--- src/rtl/wide_compare_sequencer.sv ---
// Wide A/B magnitude compare, one NrOfBits word per cycle, MS word first, early exit on first unequal word.
// Done pulses k+1 cycles after Start for k words examined; Start is ignored while Busy=1.
module wide_compare_sequencer #(
  parameter int NrOfBits  = 8,
  parameter int NrOfWords = 4
) (
  input  logic                          Clock,
  input  logic                          Reset_n,
  input  logic                          Start,
  input  logic                          Signed,
  input  logic [NrOfBits*NrOfWords-1:0] DataA,
  input  logic [NrOfBits*NrOfWords-1:0] DataB,
  output logic                          Busy,
  output logic                          Done,
  output logic                          A_EQ_B,
  output logic                          A_GT_B,
  output logic                          A_LT_B
);

  localparam int IW = (NrOfWords > 1) ? $clog2(NrOfWords) : 1;
  localparam logic [IW-1:0] LAST = IW'(NrOfWords - 1);

  typedef enum logic {IDLE, RUN} state_t;

  state_t                                state_q, state_d;
  logic [IW-1:0]                         idx_q, idx_d;
  logic [NrOfWords-1:0][NrOfBits-1:0]    a_q, a_d, b_q, b_d;
  logic                                  sgn_q, sgn_d;
  logic                                  done_q, done_d;
  logic                                  eq_q, eq_d, gt_q, gt_d, lt_q, lt_d;

  logic [NrOfBits-1:0] flip, cmp_a, cmp_b;
  logic                slice_gt, slice_lt;

  // Two's-complement compare on the top word is an unsigned compare with the sign bits inverted.
  always_comb begin
    flip               = '0;
    flip[NrOfBits-1]   = sgn_q && (idx_q == LAST);
    cmp_a              = a_q[idx_q] ^ flip;
    cmp_b              = b_q[idx_q] ^ flip;
    slice_gt           = cmp_a > cmp_b;
    slice_lt           = cmp_a < cmp_b;
  end

  always_comb begin
    state_d = state_q;
    idx_d   = idx_q;
    a_d     = a_q;
    b_d     = b_q;
    sgn_d   = sgn_q;
    done_d  = 1'b0;
    eq_d    = eq_q;
    gt_d    = gt_q;
    lt_d    = lt_q;
    case (state_q)
      IDLE: begin
        if (Start) begin
          a_d     = DataA;
          b_d     = DataB;
          sgn_d   = Signed;
          idx_d   = LAST;
          state_d = RUN;
        end
      end
      RUN: begin
        if (slice_gt || slice_lt) begin
          eq_d    = 1'b0;
          gt_d    = slice_gt;
          lt_d    = slice_lt;
          done_d  = 1'b1;
          state_d = IDLE;
        end else if (idx_q == '0) begin
          eq_d    = 1'b1;
          gt_d    = 1'b0;
          lt_d    = 1'b0;
          done_d  = 1'b1;
          state_d = IDLE;
        end else begin
          idx_d   = idx_q - IW'(1);
        end
      end
      default: state_d = IDLE;
    endcase
  end

  always_ff @(posedge Clock) begin
    if (!Reset_n) begin
      state_q <= IDLE;
      idx_q   <= LAST;
      a_q     <= '0;
      b_q     <= '0;
      sgn_q   <= 1'b0;
      done_q  <= 1'b0;
      eq_q    <= 1'b0;
      gt_q    <= 1'b0;
      lt_q    <= 1'b0;
    end else begin
      state_q <= state_d;
      idx_q   <= idx_d;
      a_q     <= a_d;
      b_q     <= b_d;
      sgn_q   <= sgn_d;
      done_q  <= done_d;
      eq_q    <= eq_d;
      gt_q    <= gt_d;
      lt_q    <= lt_d;
    end
  end

  assign Busy   = (state_q == RUN);
  assign Done   = done_q;
  assign A_EQ_B = eq_q;
  assign A_GT_B = gt_q;
  assign A_LT_B = lt_q;

endmodule
--- config.mk ---
export PLATFORM = sky130hd
export DESIGN_NAME = wide_compare_sequencer
export DESIGN_NICKNAME = d
export VERILOG_FILES = /design/src/rtl/wide_compare_sequencer.sv
export SDC_FILE = /design/constraint.sdc
export NUM_CORES = 1
export LEC_CHECK = 0
export CAP_MARGIN = 20
export CORE_MARGIN = 2
export CORE_UTILIZATION = 50
export CTS_CLUSTER_SIZE = 14
export DETAILED_ROUTE_END_ITERATION = 10
export PLACE_DENSITY = 0.85
export SYNTH_ARGS = -nofsm -noshare
export SYNTH_HDL_FRONTEND = slang
export SYNTH_SLANG_ARGS = --single-unit
--- constraint.sdc ---
create_clock -name Clock -period 2.89 [get_ports Clock]
set_input_delay 0.7225 -clock Clock [delete_from_list [all_inputs] [get_ports Clock]]
set_output_delay 0.7225 -clock Clock [all_outputs]
set_load 0.01 [all_outputs]
==> After elaboration in Yosys (flattened, before gate mapping) <==
Index checks and enable logic that the tools add are counted.
{ "classes": {"n_addsub": 1, "multipliers": 0, "n_div": 0, "order_cmp": 3, "n_eq_ne": 4, "shifts": 0, "n_mux": 19, "n_bitwise": 3, "reduce_logical": 8} }
{ "op_table": {"columns": ["operator", "count"], "rows": [
  ["$bmux 8 s2", 2],
  ["$mux 8", 2],
  ["$xor 8x8->8", 2],
  ["$mux 1", 10],
  ["$gt 8x8->1", 1],
  ["$lt 8x8->1", 1],
  ["$mux 2", 3],
  ["$ne 2x2->1 const B", 3],
  ["$reduce_and 2->1", 3],
  ["$pmux 2 s2", 1],
  ["$lt 2x3->1 const B", 1],
  ["$reduce_and 3->1", 1],
  ["$eq 2x2->1 const B", 1],
  ["$logic_not 2->1", 1],
  ["$pmux 1 s2", 1],
  ["$reduce_bool 2->1", 1],
  ["$sub 2x1->2 const B", 1],
  ["$logic_and 1x1->1", 1],
  ["$logic_or 1x1->1", 1],
  ["$not 1->1", 1]
]} }
{ "totals": {"ff_bits": 72, "latch_bits": 0, "ramBits": 0, "romBits": 0, "inputBits": 68, "word_cells": 53, "memories": 0} }

==> Longest topological paths before layout <==
{ "logic_depth": {"ltp_word": 7, "mapped_depth": 10, "mapped_depth_nobuf": 9} }

==> Least setup slack after synthesis <==
No wires, ideal clock.
{ "synth_timing": {"path_type": "reg2reg", "start": "reg idx_q[0]", "end": "reg idx_q[0]", "setup_time_ns": 0.123, "t_arrival_ns": 2.389, "slack_ns": 0.378, "path_stages_with_launch": 10, "n_path_buf": 2, "period_less_slack_ns": 2.512, "path_cell_list": "dfxtp_1 -> buf_4 -> buf_6 -> mux4_2 -> ha_1 -> nor2b_2 -> o211ai_2 -> a21oi_2 -> o211ai_2 -> mux2_1"} }
{ "synth_between": {"elab_chain_len": 7} }
{ "synth_lines": {"columns": ["element", "line", "rtl"], "rows": [
  ["start: declaration", "26", "logic [IW-1:0] idx_q, idx_d;"],
  ["start signal: assignment", "99", "idx_q <= idx_d;"],
  ["$bmux 8 s2, or another cell as far along", "39", "cmp_a = a_q[idx_q] ^ flip;"],
  ["$mux 8 (implied by the code), or another cell as far along", "39", null],
  ["$xor 8x8->8, on equally long branches", "39, 40", null],
  ["$gt 8x8->1 or $lt 8x8->1 (tied branches)", "41, 42", null],
  ["$logic_or 1x1->1", "66", "if (slice_gt || slice_lt) begin"],
  ["$ne 2x2->1 (no source line)", null, null],
  ["$reduce_and 3->1 (no source line)", null, null]
]} }
Parallel ways exist; a longest one is shown, timed or not. The select of a mux whose other input is x is not followed.
A chain may end at the register's enable or synchronous reset.

==> Worst setup path after layout <==
{ "layout_timing": {"start": "reg idx_q[0]", "end": "reg idx_q[1]"} }
Same word-level chain as after synthesis.

==> reports/qor.yml <==
die:
  core_um2: 6420
  ios: 73
  die_area_um2: 7350
  dieHeight_um: 85.7
  initial_core_util_pct: 52.0
  rows: 29
  die_w_um: 85.7
yosys:
  syn_nets: 446
  yosys_warnings: 0
  netlist_area_um2: 3340
  syn_inst: 368
  syn_area_per_cell_um2: 9.08
  ys_ff_latch: 72
  ys_types: 32
  ys_seq_area_share_pct: 43.1
global_route:
  track_usage_pct: 21.5
  grt_pass1_vias: 2769
  grt_overflow_total: 0
  use_met1_pct: 26.4
  grt-busiest-layer: "met2"
  grt_max_degree: 48
  grt_antenna_before_repair: 0
  grt_pass1_wl_mm: 12.4
  gr-usage-met3_pct: 5.39
  use_met2_pct: 36.9
timing:
  timing.setup.tns_ps: 0
  period_share_pct: 93.0
  finalMaxSlewViolations: 0
  rsz0062_at_grt: "no"
  fin_crit_ps: 2690
  final-setup-viol-count: 0
  worst_clock_skew_ps: 8.66
  max_slew_margin_pct: 56.2
  timing.hold.ws_ps: 461
  max_freq_mhz: 372
  max_slew.worst_pin.slew_ps: 657
  finalHoldViolCount: 0
routing:
  drtIter0Drc: 175
  drt_wl_total_mm: 7.22
  firstDrtPassIters: 7
  ant_nets: 0
  drc: 3
  vias_per_cell: 5.27
  wl_per_cell_um: 14.0
  vias: 2719
worst_setup_path:
  endpoint_kind: "flop"
  critical_path_class: "reg -> reg"
  startpoint_type: "flop"
  required_ps: 3130
  worstPathArrival_ps: 2930
  crit_slowest_cell: "mux4_2"
  critPathMaxFanout: 12
  cpPeakStageDelay_ps: 540
  path_cells: "buf_4 > mux4_2 > xor2_1 > ha_1 > nand4_2 > nor3_2 > o211ai_2 > mux2_1"
  reg2reg_slack_ps: 200
clock_tree:
  post_cts_resized: 0
  clk_latency_ps: 350
  clk_pin_slew_ps: 80
  ctsHoldBuffers: 0
  root_buffer: "clkbuf_8"
  cts-buffers-inserted: 9
  cts.sinks: 72
  clockBufferDepth: 2
  cts_setup_buffers: 0
  cts_tree: "done"
  htreeDepth: 3
power_and_ir_drop:
  p_sw_share_pct: 24.3
  power_mw: 2.31
  combPwrFrac_pct: 15.0
  clkPwrFrac_pct: 37.8
  p_leak_nw: 1.67
  internal-power_mw: 1.75
  vdd_drop_max_mv: 0.294
  power_switching_mw: 0.561
  powerDensity_nw_per_um2: 536
  pwr-share-seq_pct: 47.1
min_path:
  hold_path_class: "reg -> reg"
place:
  numPortBuffers: 72
  placed_cells: 500
  dp.final_hpwl_mm: 5.32
  gp_congestion: 0.850
status:
  outcome: "finished with violations"
  violations: "design-rule violations"
cells_and_area:
  area_growth_pct: 29.0
  fin_cells: 516
  diodes: 0
  nets: 512
  post_route_cells_drive_above_1_share_pct: 11.4
  post-route-util_pct: 67.1
run:
  drv_cap: 0
## state kept, by name, summed over array words and instances, names as in the netlist
register,flops
A_LT_B,1
Busy,1
b_q,32
A_GT_B,1
idx_q,2
sgn_q,1
Done,1
A_EQ_B,1
a_q,32
## power groups by stage
| stage | clock network (mW) | logic [mW] | registers, mW |
|---|---|---|---|
| finish | 0.873 | 0.347 | 1.09 |
| global route | 0.930 | 0.385 | 1.09 |
| CTS | 0.879 | 0.350 | 1.09 |
| detailed placement | 0 | 0.345 | 1.11 |
| global placement | 0 | 0.332 | 1.11 |
| floorplan | 0 | 0.206 | 1.10 |
## critical path: cells and delay by family, from the launching register on
family                   cells  cell delay (ps)
multiplexers                 2              880
AND/OR/NAND/NOR              2              450
flip-flops                   1              330
adder cells (fa/ha/maj)      1              330
buffers and inverters        1              230
AO/OA/AOI/OAI                1              170
XOR/XNOR                     1              160
## layer usage
metal	vias up	part of all wire [%]
met5	-	0
met4	0	1.2
met3	7	5.7
met2	75	50
met1	1274	43
li1	1363	-
## through the flow
| step | area, µm² | setup WS [ps] |
|---|---|---|
| finish | 4310 | 201 |
| global route | 4310 | 55.7 |
| CTS | 4310 | 175 |
| detailed placement | 4090 | 202 |
| global placement | 4090 | 355 |
| floorplan | 3340 | 378 |
## final timing paths
check | start | end | cells after the start
worst min-delay path | b_q[17] | b_q[17] | 2
worst min register to register | b_q[17] | b_q[17] | 2
worst max-delay path | idx_q[0] | idx_q[1] | 8
worst max register to register | idx_q[0] | idx_q[1] | 8
## kinds of logic (layout without fill, tap and decap cells)
group	count (synthesis)	count (layout)	share of synthesized area, %
compound gates	81	81	17.9
xor+xnor	2	2	0.524
fa+ha+maj	10	10	3.75
simple gates	149	149	17.9
mux	18	18	11.5
flops	72	72	43.1
buf+inv	36	107	5.32
## cells in the final DEF, fill, tap and decap left out
cell type and instances:
bufinv_16 2, xnor2_1 1, dfxtp_1 72, and3_1 1, nand2_1 135, mux4_2 16
buf_4 9, nor2_1 2, o211ai_2 2, a21oi_2 1, o31ai_1 1, clkdlybuf4s50_1 71
nor2b_2 1, nand4_1 1, mux2_1 2, a21oi_1 4, nand2_2 1, nand4_2 1
clkinvlp_4 1, ha_1 10, a21boi_1 2, o21ai_0 3, a21boi_0 65, buf_2 1
clkinv_2 3, nor3_2 1, nand3_1 3, clkbuf_8 10, xor2_1 1, nor2b_4 1
o22ai_1 1, nor2b_1 1, inv_1 10, o21ai_1 1, and2_1 1, a21o_1 1
## synth_stat cells (all sizes together)
cell,count,area share (%)
a21boi,67,15
nand3,3,0.45
o21ai,4,0.60
xor2,1,0.26
mux4,16,11
clkbuf,8,0.90
and3,1,0.19
a21oi,5,0.86
nor2b,3,0.64
buf,18,3.3
o211ai,2,0.75
nand4,2,0.56
mux2,2,0.67
inv,10,1.1
a21o,1,0.22
xnor2,1,0.26
o22ai,1,0.19
dfxtp,72,43
nand2,136,15
o31ai,1,0.22
and2,1,0.19
nor2,2,0.22
ha,10,3.7
nor3,1,0.30
## layout make-up
class	instances	area [µm²]
Fill cell	514	2110
Multi-Input combinational cell	260	1730
Sequential cell	72	1440
Timing Repair Buffer	81	783
Clock buffer	10	138
Tap cell	77	96.3
Clock inverter	6	82.6
Inverter	10	37.5
(Power assumes the default switching activity.)
